### src/rtl/march_bist_ctrl.sv
// March C- BIST sequencer: drives the Gen address counter and memory strobes.
// Optional MARCH_ABORT_ON_FAIL_EN: jump to DONE on the first read mismatch.
module march_bist_ctrl #(
    parameter int ADR_SIZE = 4,
    parameter int DATA_W   = 8
) (
    input  logic                clk,
    input  logic                rst,
    input  logic                start,
    output logic                adr_rst,
    output logic                adr_pr_rst,
    output logic                adr_en,
    output logic                adr_up_down,
    input  logic [ADR_SIZE-1:0] adr,
    input  logic                adr_c_out,
    output logic                mem_we,
    output logic                mem_re,
    output logic [DATA_W-1:0]   mem_wdata,
    input  logic [DATA_W-1:0]   mem_rdata,
    output logic                busy,
    output logic                done,
    output logic                fail,
    output logic [ADR_SIZE-1:0] fail_adr,
    output logic [2:0]          fail_elem
);

`ifdef MARCH_ABORT_ON_FAIL_EN
    localparam logic ABORT_ON_FAIL = 1'b1;
`else
    localparam logic ABORT_ON_FAIL = 1'b0;
`endif

    localparam logic [2:0] LAST_ELEM = 3'd5;

    typedef enum logic [2:0] {
        S_IDLE,
        S_INIT,
        S_OP1,
        S_OP2,
        S_FLUSH,
        S_DONE
    } state_t;

    // E3 and E4 walk the array downwards, every other element upwards.
    function automatic logic el_up(input logic [2:0] e);
        return !(e == 3'd3 || e == 3'd4);
    endfunction

    // E0 (w0) and E5 (r0) carry a single op per address.
    function automatic logic el_single(input logic [2:0] e);
        return (e == 3'd0) || (e == 3'd5);
    endfunction

    // Only E0 opens with a write; all others open with a read.
    function automatic logic op1_rd(input logic [2:0] e);
        return e != 3'd0;
    endfunction

    // Background of the first op: r1 in E2/E4, otherwise 0.
    function automatic logic op1_bg(input logic [2:0] e);
        return (e == 3'd2) || (e == 3'd4);
    endfunction

    // Background of the second (write) op: w1 in E1/E3, w0 in E2/E4.
    function automatic logic op2_bg(input logic [2:0] e);
        return (e == 3'd1) || (e == 3'd3);
    endfunction

    state_t                state_q;
    state_t                state_d;
    logic [2:0]            elem_q;
    logic [2:0]            elem_d;

    logic                  adr_rst_q;
    logic                  adr_rst_d;
    logic                  adr_pr_q;
    logic                  adr_pr_d;
    logic                  up_q;
    logic                  up_d;
    logic                  last_q;
    logic                  last_d;
    logic                  we_q;
    logic                  we_d;
    logic                  re_q;
    logic                  re_d;
    logic [DATA_W-1:0]     wdata_q;
    logic [DATA_W-1:0]     wdata_d;
    logic                  busy_q;
    logic                  busy_d;
    logic                  done_q;
    logic                  done_d;

    logic                  cmp_vld_q;
    logic [DATA_W-1:0]     exp_q;
    logic [ADR_SIZE-1:0]   cmp_adr_q;
    logic [2:0]            cmp_elem_q;
    logic                  fail_q;
    logic [ADR_SIZE-1:0]   fail_adr_q;
    logic [2:0]            fail_elem_q;

    logic                  last_op;
    logic                  mismatch;
    logic                  start_ok;

    assign last_op  = (state_q == S_OP2) ||
                      ((state_q == S_OP1) && el_single(elem_q));
    assign mismatch = cmp_vld_q && (mem_rdata != exp_q);
    assign start_ok = start &&
                      ((state_q == S_IDLE) || (state_q == S_DONE));

    // Next state and element: walk elements, stepping Gen after each address.
    always_comb begin
        state_d = state_q;
        elem_d  = elem_q;
        unique case (state_q)
            S_IDLE, S_DONE: begin
                if (start) begin
                    state_d = S_INIT;
                    elem_d  = 3'd0;
                end
            end
            S_INIT: state_d = S_OP1;
            S_OP1, S_OP2: begin
                if (!last_op) begin
                    state_d = S_OP2;
                end else if (!adr_c_out) begin
                    state_d = S_OP1;
                end else if (elem_q == LAST_ELEM) begin
                    state_d = S_FLUSH;
                end else begin
                    state_d = S_INIT;
                    elem_d  = elem_q + 3'd1;
                end
            end
            S_FLUSH: state_d = S_DONE;
            default: state_d = S_IDLE;
        endcase
        if (ABORT_ON_FAIL && mismatch) begin
            state_d = S_DONE;
        end
    end

    // Output decode for the state being entered, so every output is a flop.
    always_comb begin
        adr_rst_d = 1'b0;
        adr_pr_d  = 1'b0;
        up_d      = 1'b0;
        last_d    = 1'b0;
        we_d      = 1'b0;
        re_d      = 1'b0;
        wdata_d   = '0;
        busy_d    = 1'b0;
        done_d    = 1'b0;
        unique case (state_d)
            S_INIT: begin
                up_d      = el_up(elem_d);
                adr_rst_d = el_up(elem_d);
                adr_pr_d  = !el_up(elem_d);
                busy_d    = 1'b1;
            end
            S_OP1: begin
                up_d   = el_up(elem_d);
                busy_d = 1'b1;
                last_d = el_single(elem_d);
                if (op1_rd(elem_d)) begin
                    re_d = 1'b1;
                end else begin
                    we_d    = 1'b1;
                    wdata_d = {DATA_W{op1_bg(elem_d)}};
                end
            end
            S_OP2: begin
                up_d    = el_up(elem_d);
                busy_d  = 1'b1;
                last_d  = 1'b1;
                we_d    = 1'b1;
                wdata_d = {DATA_W{op2_bg(elem_d)}};
            end
            S_FLUSH: busy_d = 1'b1;
            S_DONE:  done_d = 1'b1;
            default: ;
        endcase
    end

    // FSM state and registered outputs.
    always_ff @(posedge clk) begin
        if (rst) begin
            state_q   <= S_IDLE;
            elem_q    <= '0;
            adr_rst_q <= 1'b0;
            adr_pr_q  <= 1'b0;
            up_q      <= 1'b0;
            last_q    <= 1'b0;
            we_q      <= 1'b0;
            re_q      <= 1'b0;
            wdata_q   <= '0;
            busy_q    <= 1'b0;
            done_q    <= 1'b0;
        end else begin
            state_q   <= state_d;
            elem_q    <= elem_d;
            adr_rst_q <= adr_rst_d;
            adr_pr_q  <= adr_pr_d;
            up_q      <= up_d;
            last_q    <= last_d;
            we_q      <= we_d;
            re_q      <= re_d;
            wdata_q   <= wdata_d;
            busy_q    <= busy_d;
            done_q    <= done_d;
        end
    end

    // Read pipeline: capture expectation with the read, compare one cycle later.
    always_ff @(posedge clk) begin
        if (rst) begin
            cmp_vld_q   <= 1'b0;
            exp_q       <= '0;
            cmp_adr_q   <= '0;
            cmp_elem_q  <= '0;
            fail_q      <= 1'b0;
            fail_adr_q  <= '0;
            fail_elem_q <= '0;
        end else begin
            cmp_vld_q <= re_q && !(ABORT_ON_FAIL && mismatch);
            if (re_q) begin
                exp_q      <= {DATA_W{op1_bg(elem_q)}};
                cmp_adr_q  <= adr;
                cmp_elem_q <= elem_q;
            end
            if (start_ok) begin
                fail_q      <= 1'b0;
                fail_adr_q  <= '0;
                fail_elem_q <= '0;
            end else if (mismatch) begin
                fail_q <= 1'b1;
                if (!fail_q) begin
                    fail_adr_q  <= cmp_adr_q;
                    fail_elem_q <= cmp_elem_q;
                end
            end
        end
    end

    // Gen is only stepped off a non-terminal address, so it never wraps.
    assign adr_en      = last_q && !adr_c_out;
    assign adr_rst     = adr_rst_q;
    assign adr_pr_rst  = adr_pr_q;
    assign adr_up_down = up_q;
    assign mem_we      = we_q;
    assign mem_re      = re_q;
    assign mem_wdata   = wdata_q;
    assign busy        = busy_q;
    assign done        = done_q;
    assign fail        = fail_q;
    assign fail_adr    = fail_adr_q;
    assign fail_elem   = fail_elem_q;

endmodule
### config.mk
export PLATFORM = sky130hd
export DESIGN_NAME = march_bist_ctrl
export DESIGN_NICKNAME = d
export VERILOG_FILES = /design/src/rtl/march_bist_ctrl.sv
export SDC_FILE = /design/constraint.sdc
export NUM_CORES = 1
export LEC_CHECK = 0
export ABC_AREA = 1
export CORE_ASPECT_RATIO = 1.5
export CORE_MARGIN = 2
export CORE_UTILIZATION = 48
export DETAILED_ROUTE_END_ITERATION = 6
export PLACE_DENSITY = 0.89
export REMOVE_ABC_BUFFERS = 1
export SETUP_SLACK_MARGIN = 0.2
export SLEW_MARGIN = 0
export SYNTH_ARGS = -nofsm -noshare
export SYNTH_HDL_FRONTEND = slang
export SYNTH_SLANG_ARGS = --single-unit
### constraint.sdc
create_clock -name clk -period 1.9 [get_ports clk]
set_clock_uncertainty 0.15 [all_clocks]
set_input_delay 0.285 -clock clk [delete_from_list [all_inputs] [get_ports clk]]
set_output_delay 0.285 -clock clk [all_outputs]
set_load 0.03 [all_outputs]
== After elaboration in Yosys (flattened, before gate mapping) ==
Cells that the tools add are included.
Operators by class
  $add $sub $neg: 1
  equal/unequal tests: 19
  muxes and demuxes: 18
  bitwise logic cells: 4
  reductions and logical operators: 27
Operator list (count)
  3-bit == test, second input constant: 8
  3-bit two-way mux: 8
  3-bit by 2-bit == test with 1-bit output, second input constant: 7
  8-bit one-hot mux with 2 select lines: 1
  3-bit one-hot mux with 4 select lines: 1
  2-bit OR reduction: 6
  3-bit by 1-bit == test with 1-bit output, second input constant: 3
  3-bit logical NOT: 3
  1-bit logical OR: 8
  8-bit two-way mux: 1
  8-bit inequality test: 1
  3-bit one-hot mux with 2 select lines: 1
  1-bit logical AND: 4
  1-bit two-way mux: 4
  1-bit NOT: 4
  1-bit one-hot mux with 2 select lines: 2
  4-bit OR reduction: 1
  3-bit by 1-bit adder with 3-bit output, second input constant: 1
  3-bit nonzero test: 1
  3-bit OR reduction: 1
  1-bit logical NOT: 2
  2-bit AND reduction: 1
Storage, ports and cells
  bits in registers: 39
  input bits: 16
  output and inout bits: 24
  word-level logic and storage cells: 87

== Longest topological paths before layout ==
Gate-level depths: netlist of the first run.
  depth in word-level cells: 10
  mapped depth: 14
  depth with buffers taken out: 14

== Worst setup path after synthesis of the first run ==
Ideal clock, no wire load.
  kind: flip-flop to flip-flop
  from: register elem_q[1]
  to: register up_q, in the netlist adr_up_down
  arrival: 1.468 ns
  setup slack: 0.166 ns
  stages on the path, launching flop included: 13
  path buffers: 0
  cell sequence: dfxtp_1 > inv_1 > ha_1 > nand2_2 > inv_1 > nor2_2 > nand3_1 > nand2_2 > nand2_4 > o21ai_0 > nand2_1 > inv_1 > nor2_1
Between the ends
  longest elaborated chain between the ends: 10
RTL lines
  start, declared: RTL line 71  | logic [2:0] elem_q;
  start signal, assigned: RTL line 201  | elem_q <= elem_d;
  branches (longest 10 deep; another with 3-bit by 1-bit adder with 3-bit output)
  end signal, assigned: RTL line 204  | up_q <= up_d;
  end, declared: RTL line 78  | logic up_q;
Parallel ways; which one is timed is not known.
A chain may end at the register's enable or synchronous reset.

== Worst setup path in the final report of the first run ==
  from: register elem_q[1]
  to: register re_q, in the netlist mem_re
Between the ends
  longest elaborated chain between the ends: 9
RTL lines
  branches (longest 9 deep; another with 3-bit by 1-bit adder with 3-bit output)
  end signal, assigned: RTL line 207  | re_q <= re_d;
  end, declared: RTL line 84  | logic re_q;
Parallel ways; which one is timed is not known.

==> results.md, run 1 <==
- TritonCTS Buffers: 5
- Clock latency on the worst-skew pair: 0.29 ns
- Most used cell, CP: nand2_1
- Finish-stage setup viols: 0
- Crit path time final: ~1.9 ns
- Ys Warns: 0
- Period utilization: 0.981
- DRC Markers: 0
- VDD IR max: roughly 0.0007 V
- Gate Count Post-Synth: 213
- Ratio of cells with drive above 1 in the final layout: 0.328
- Int Pwr: 1.30 mW
- Worst hold-check path type: flip-flop to flip-flop
- Worst-path clk slew: about 0.070 ns
- RR Startpoint: elem_q[1]
- P_leak: around 1.1 nW
- Htree depth: 2
- Clk sinks: 32
- Syn avg cell area: 7.31 um2
- Post-route setup TNS: 0 ns
- Die W: around 51 um
- Largest net degree at the start of global routing: 15
- First-pass GRT wire length: 6.35 mm
- Slew Viols, Final: 0
- CTS tree: done
- Unrepaired setup endpoints after global routing: true
- Register area share after synthesis: 0.411
- Hold path start: fail_adr[0]
- Antenna diodes: 0
- Vias in the first global route: between 1500 and 2000
- Final GP Congestion: 0.840
- Net Sw Power: approximately 0.60 mW
- Vias/cell: 5.04
- FMAX: between 0.5 and 0.6 GHz
- # fillers: around 210
- Most frequent cells in the layout: dfxtp_1 (28), inv_1 (25), nand2_1 (24)
- P per Cell Area: 807 nW/um2
- Die height: around 74 um
- Die Footprint: about 3700 um2
- Net Sw Frac: 0.315
- Crit path cell chain: buf_6 -> ha_2 -> inv_1 -> nand2_1 -> nand2_1 -> nand3_2 -> nand2_1 -> nand2_1 -> nand3_1 -> nand2_2 -> inv_2 -> buf_4 -> a21oi_1
- Root Buffer: clkbuf_8
- Setup CP Type: flip-flop to flip-flop
- Antenna Nets Post-Route: 0
- DR pass1 iterations: 4
- Rows: 25
- Crit path required time: a little under 2 ns
- Share of power burned in registers: 0.392
- Status: complete, no violations
- Total gr overflow: 0
- WP data arrival: around 1.9 ns
- RR Endpoint: mem_re
- Initial antenna violation count: 0
- Core area: ~3100 um2
- R2R setup slack: 0.04 ns
- Tot GR Track Use: 0.233
- Synth Cell Area: around 1600 um2
- WL final: between 4 and 5 mm
- Least-Margin Pin Slew: 0.324 ns
- Final Util: 0.749
- Initial DRC Count: 50
- Synth Register Bits: 32
- R2R depth: 13
- Crit path launch type: flip-flop
- Post-CTS Hold Buffers: 0
- P&R area growth vs syn: 50.4%
- Most common cell after layout, fill and taps aside: dfxtp_1
- Clk pwr share: 0.346
- Top sig layer: met4
- Maxcap violations: 0
- Worst Hold Path Cells: 2
- Vias post-DR: between 1500 and 2000
- Peak per-stage delay on the critical path: roughly 0.36 ns
- Hold EP: fail_adr[0]
- Pre-CTS setup slack: -0.0479 ns
- WL met2: around 2.4 mm
- Synth unique cells: 26
- WL met1: 1.49 mm
- Initial Util: 0.498
- Routed len/inst: about 14 um
- Nets: 290
- Crit-path max FO: 3
- Power share of the combinational group: 0.261
- Slowest CP cell: dfxtp_2
- Port-buffer cells: 39
- I/O Pins: 40
- Setup ws final: about 0.037 ns
- DP HPWL: ~2.7 mm
- Max clock buf depth: 2
- Max_slew headroom: 0.783
- Final Hold Fails: 0
- Wire length on met3: approximately 220 um
- Setup crit end kind: flip-flop
[cell families (layout without fill, tap and decap cells)]
kind of cell / count (synthesis) / count (layout) / share of synthesized area
DFF: 32 / 32 / 0.411
and+or+nand+nor: 96 / 96 / 0.312
adders and majority gates: 4 / 4 / 0.0321
buffers and inverters: 47 / 105 / 0.132
AOI/OAI and AO/OA: 34 / 34 / 0.113
[power by group through the flow]
| stage | Combinational (mW) | Clock, mW | Sequential [mW] |
|---|---|---|---|
| after floorplan | 0.207 | 0 | 0.798 |
| after global placement | 0.395 | 0 | 0.752 |
| after detailed placement | 0.405 | 0 | 0.753 |
| after CTS | 0.447 | 0.657 | 0.740 |
| after global routing | 0.533 | 0.682 | 0.745 |
| final | 0.495 | 0.655 | 0.742 |
[state kept, by name, indices dropped and copies added, names as in the netlist]
| register | cells |
|---|---|
| cmp_adr_q | 4 |
| fail_adr | 4 |
| cmp_elem_q | 3 |
| elem_q | 3 |
| fail_elem | 3 |
| state_q | 3 |
| adr_pr_rst | 1 |
| adr_rst | 1 |
| adr_up_down | 1 |
| busy | 1 |
| cmp_vld_q | 1 |
| done | 1 |
| exp_q | 1 |
| fail | 1 |
| last_q | 1 |
| mem_re | 1 |
| mem_wdata | 1 |
| mem_we | 1 |
[per-stage QoR]
step           hold slack [ns]  cells  area [um2]  total power, mW
3_3_place_gp             0.279    292        2020             1.15
4_1_cts                  0.294    308        2260             1.84
6_report                 0.292    311        2340             1.89
5_1_grt                  0.306    311        2340             1.96
2_1_floorplan            0.206    202        1490             1.00
3_5_place_dp             0.286    292        2020             1.16
[synthesized netlist by cell type]
cell type	number	area (um2)
nor4_2	1	12.5
inv_2	6	22.5
nand4_1	3	18.8
o21ai_2	1	8.76
nor2_2	4	25.0
nand2_4	1	11.3
o21ai_1	1	5.00
nor3_1	2	10.0
nand3_2	5	50.1
nor2_1	25	93.8
o21ai_0	16	80.1
nand2_2	8	50.1
buf_4	7	52.6
inv_1	30	113
clkbuf_1	2	7.51
clkbuf_2	1	5.00
buf_2	1	5.00
ha_1	4	50.1
a21oi_1	15	75.1
nand3_1	11	55.1
nor4_1	1	6.26
dfxtp_1	32	641
nor3_2	1	10.0
nand2_1	32	120
o211ai_1	1	7.51
nor2_4	2	22.5
[per-layer routing]
metal,track usage,vias up
met1,0.195,704
li1,-,777
met2,0.458,54
met3,0.0793,33
met4,0.132,0
met5,0,-
[worst max-delay path: cells and delay by family, from the launching register on]
family	cells	cell delay [ns]
simple gates	7	0.58
flops	1	0.36
buf+inv	4	0.35
fa+ha+maj	1	0.17
compound gates	1	0.15
[repair_timing]
item	4_1_cts	5_1_grt
pin swaps	10	16
setup buffers	8	3
setup endpoints to repair	31	11
hold endpoints to repair	0	0
gates resized for setup	48	22
[worst max-delay path by stage]
stage	start	to	slack, ns	cells after the start
3_5_place_dp	adr_c_out	adr_up_down	-0.05	10
2_1_floorplan	mem_wdata[6]	mem_wdata[0]	-0.35	0
4_1_cts	elem_q[0]	last_q	0.20	14
6_report	elem_q[1]	mem_re	0.04	13
5_1_grt	elem_q[1]	mem_re	-0.01	13
3_3_place_gp	adr_c_out	adr_up_down	-0.03	10
[final cells by class]
class                      count  area (um2)  area share
sequential                    32         648       0.277
clock buffer                   5        68.8      0.0294
clock inverter                 3        42.5      0.0182
multi-input combinational    134         843       0.360
tap                           40        50.0      0.0214
inverter                      36         143      0.0609
timing repair buffer          61         548       0.234
Note: power is estimated with default switching activity, not from simulation.
==> run 2, diff against run 1 <==
- ABC_AREA: 1 -> unset
- SETUP_SLACK_MARGIN: 0.2 -> 0.4
==> results.md, run 2 <==
- Status: complete, but fails checks
- Failing checks: negative setup slack
- Least-Margin Pin Slew: ~0.35 ns
- Most common cell after layout, fill and taps aside: buf_4
- Most common cell in the netlist: dfxtp_1
- Gate Count Post-Synth: 160
- Unrepaired setup endpoints after global routing: true
- Met3 Usage GRT: 0.0752
- Syn avg cell area: roughly 9.6 um2
- Clk sinks: 32
- P per Cell Area: 612 nW/um2
- Initial DRC Count: 29
- Slowest CP cell: dfxtp_2
- Inst Count DP: ~250
- Total Power: approximately 1.5 mW
- Initial antenna violation count: 0
- Simple-Gate Fraction of Synth Area: 0.204
- Crit path required time: about 2 ns
- Met1 Usage GRT: 0.230
- Synth top area cells: dfxtp_1 (42%), mux2i_1 (12%), nor2_1 (6.4%)
- Routed len/inst: approximately 16 um
- Rows: 25
- Tot GR Track Use: 0.244
- Crit path time final: 2.03 ns
- Largest family of logic cells by synthesized area: simple AND/OR/NAND/NOR gates
- First-pass GRT wire length: approximately 6.6 mm
- Antenna Nets Post-Route: 0
- Top post-synthesis cells by count: dfxtp_1 (32), nor2_1 (26), mux2i_1 (18), buf_4 (8), nand2_1 (8)
- Max_slew headroom: 0.765
- Root Buffer: clkbuf_8
- Max clock buf depth: 2
- Setup CP Type: flip-flop to flip-flop
- Post-Synth XOR/XNOR Area: 0.0163
- FMAX: ~0.49 GHz
- Synth Cell Area: ~1500 um2
- Setup ws final: -0.126 ns
- Synth top area share: 0.417
- Final Hold Fails: 0
- Busiest grt layer: met2
- Largest net degree at the start of global routing: 11
- Compound-Gate Fraction of Synth Area: 0.116
- Asr flop ratio synth: 0
- Worst hold-check path type: flip-flop to flip-flop
- Ys Warns: 0
- WP data arrival: about 2.1 ns
- DP HPWL: 2.54 mm
- Final GP Congestion: around 0.8
- Number of synthesized flops with an enable pin: 0
- P&R area growth vs syn: 58.9%
- Peak per-stage delay on the critical path: ~0.35 ns
- Crit path launch type: flip-flop
- Crit path cell chain: inv_2 -> ha_4 -> nor2b_4 -> o2111ai_4 -> buf_6 -> mux2i_4 -> nor3_2 -> buf_4 -> nor4_2
- Initial Util: 0.496
- Worst-path clk slew: roughly 0.06 ns
- I/O Pins: 40
- Register area share after synthesis: 0.417
- Total gr overflow: 0
- Core area: roughly 3100 um2
- DRC Markers: 0
- CTS tree: done
- TritonCTS Buffers: 5
- Crit-path max FO: 4
- Synth Register Bits: 32
- Most frequent cells in the layout: buf_4 (31), nor2_1 (25), dfxtp_1 (24)
- Post-CTS Hold Buffers: 0
- VDD IR max: 0.000568 V
- Top_reg_cell synth: dfxtp_1
- Post-route insts no fill: between 200 and 300
- WL final: 4.23 mm
- Antenna diodes: 0
- Met2 GRT Util: 0.453
- Area leader, netlist: dfxtp_1
- Vias/cell: around 5.4
- Post-synthesis mux area share: 0.132
- Synth unique cells: 42
- Finish-stage setup viols: 9
- Maxcap violations: 0
- Vias post-DR: 1441
- DR pass1 iterations: 4
- Slew Viols, Final: 0
- Period utilization: 1.07
- Die W: between 50 and 60 um
- Vias in the first global route: approximately 1500
- Die height: approximately 73 um
- Clock latency on the worst-skew pair: between 0.2 and 0.3 ns
- Die Footprint: between 3000 and 4000 um2
- Htree depth: 2
- Port-buffer cells: 39
- Ratio of cells with drive above 1 in the final layout: 0.431
- Setup crit end kind: flip-flop
- Post-Synth Adder-Cell Area: 0.0326
- Nets: ~250
- P_leak: approximately 1 nW
run 2: changes by cell type in the layout (fill, tap and decap cells not counted), sizes merged, moves of 3 or more:
cell	delta
a21oi	-12
buf	+16
clkdlybuf4s15	+8
clkdlybuf4s50	-9
dlygate4sd2	-3
inv	-31
mux2i	+18
nand2	-33
nand2b	+4
nand3	-15
nor2	-5
nor2b	+5
o21ai	-14
run 2: cell type report:
type,instances,area [um2]
clock buffers,6,72.6
clock inverters,1,5.00
fillers,180,656
inverters,5,18.8
multi-input cells,108,1010
flip-flops and latches,32,656
well taps,40,50.0
repair buffers,73,624
run 2: power breakdown:
| part | leakage (nW) | switching, mW | internal (mW) |
|---|---|---|---|
| clock network | 0.0410 | 0.241 | 0.248 |
| registers | 0.264 | 0.0174 | 0.692 |
| logic | 0.703 | 0.149 | 0.146 |
| total | 1.01 | 0.407 | 1.09 |
run 2: metrics by stage:
step                      setup TNS (ns)  setup WS [ns]  hold WS [ns]  utilization  instance area, um2
after detailed placement           -4.37         -0.356         0.329        0.663                2050
after CTS                         -0.477         -0.109         0.342        0.758                2350
after global routing               -1.41         -0.193         0.349        0.788                2440
after floorplan                    -3.89         -0.346         0.204            -                1430
final                             -0.738         -0.126         0.341        0.788                2440
after global placement             -3.70         -0.331         0.320        0.663                2050
run 2: layer usage:
layer	vias up	part of all wire
li1	676	-
met1	685	0.34
met2	62	0.56
met3	18	0.058
met4	0	0.037
met5	-	0
run 2: kinds of logic (layout without fill, tap and decap cells):
| family | count (synthesis) | count (layout) |
|---|---|---|
| AND/OR/NAND/NOR | 61 | 61 |
| adder cells (fa/ha/maj) | 4 | 4 |
| flip-flops | 32 | 32 |
| AO/OA/AOI/OAI | 21 | 21 |
| multiplexers | 20 | 20 |
| XOR/XNOR | 2 | 2 |
| buffers and inverters | 20 | 85 |
run 2: final timing paths:
kind | slack [ns] | end | start | cells after the start
worst min register to register | 0.34 | fail_adr[2] | fail_adr[2] | 2
worst max-delay path | -0.13 | adr_up_down | elem_q[0] | 9
worst min-delay path | 0.34 | fail_adr[2] | fail_adr[2] | 2
worst max register to register | -0.13 | adr_up_down | elem_q[0] | 9
run 2: worst max-delay path, delay by kind of cell (launching register included):
family / cells / cell delay, ns
simple gates: 3 / 0.38
buf+inv: 3 / 0.37
flops: 1 / 0.35
compound gates: 1 / 0.26
mux: 1 / 0.25
fa+ha+maj: 1 / 0.17
run 2: timing repair:
item                       4_1_cts  5_1_grt
buffers inserted                 7        2
hold endpoints to repair         0        0
resized for setup               99       25
pin swaps                       10       13
setup endpoints to repair       46       26
==> run 3, diff against run 2 <==
- GPL_TIMING_DRIVEN: unset -> 1
==> results of run 3 <==
Final layout, timing and power as in run 2 (identical DEF).
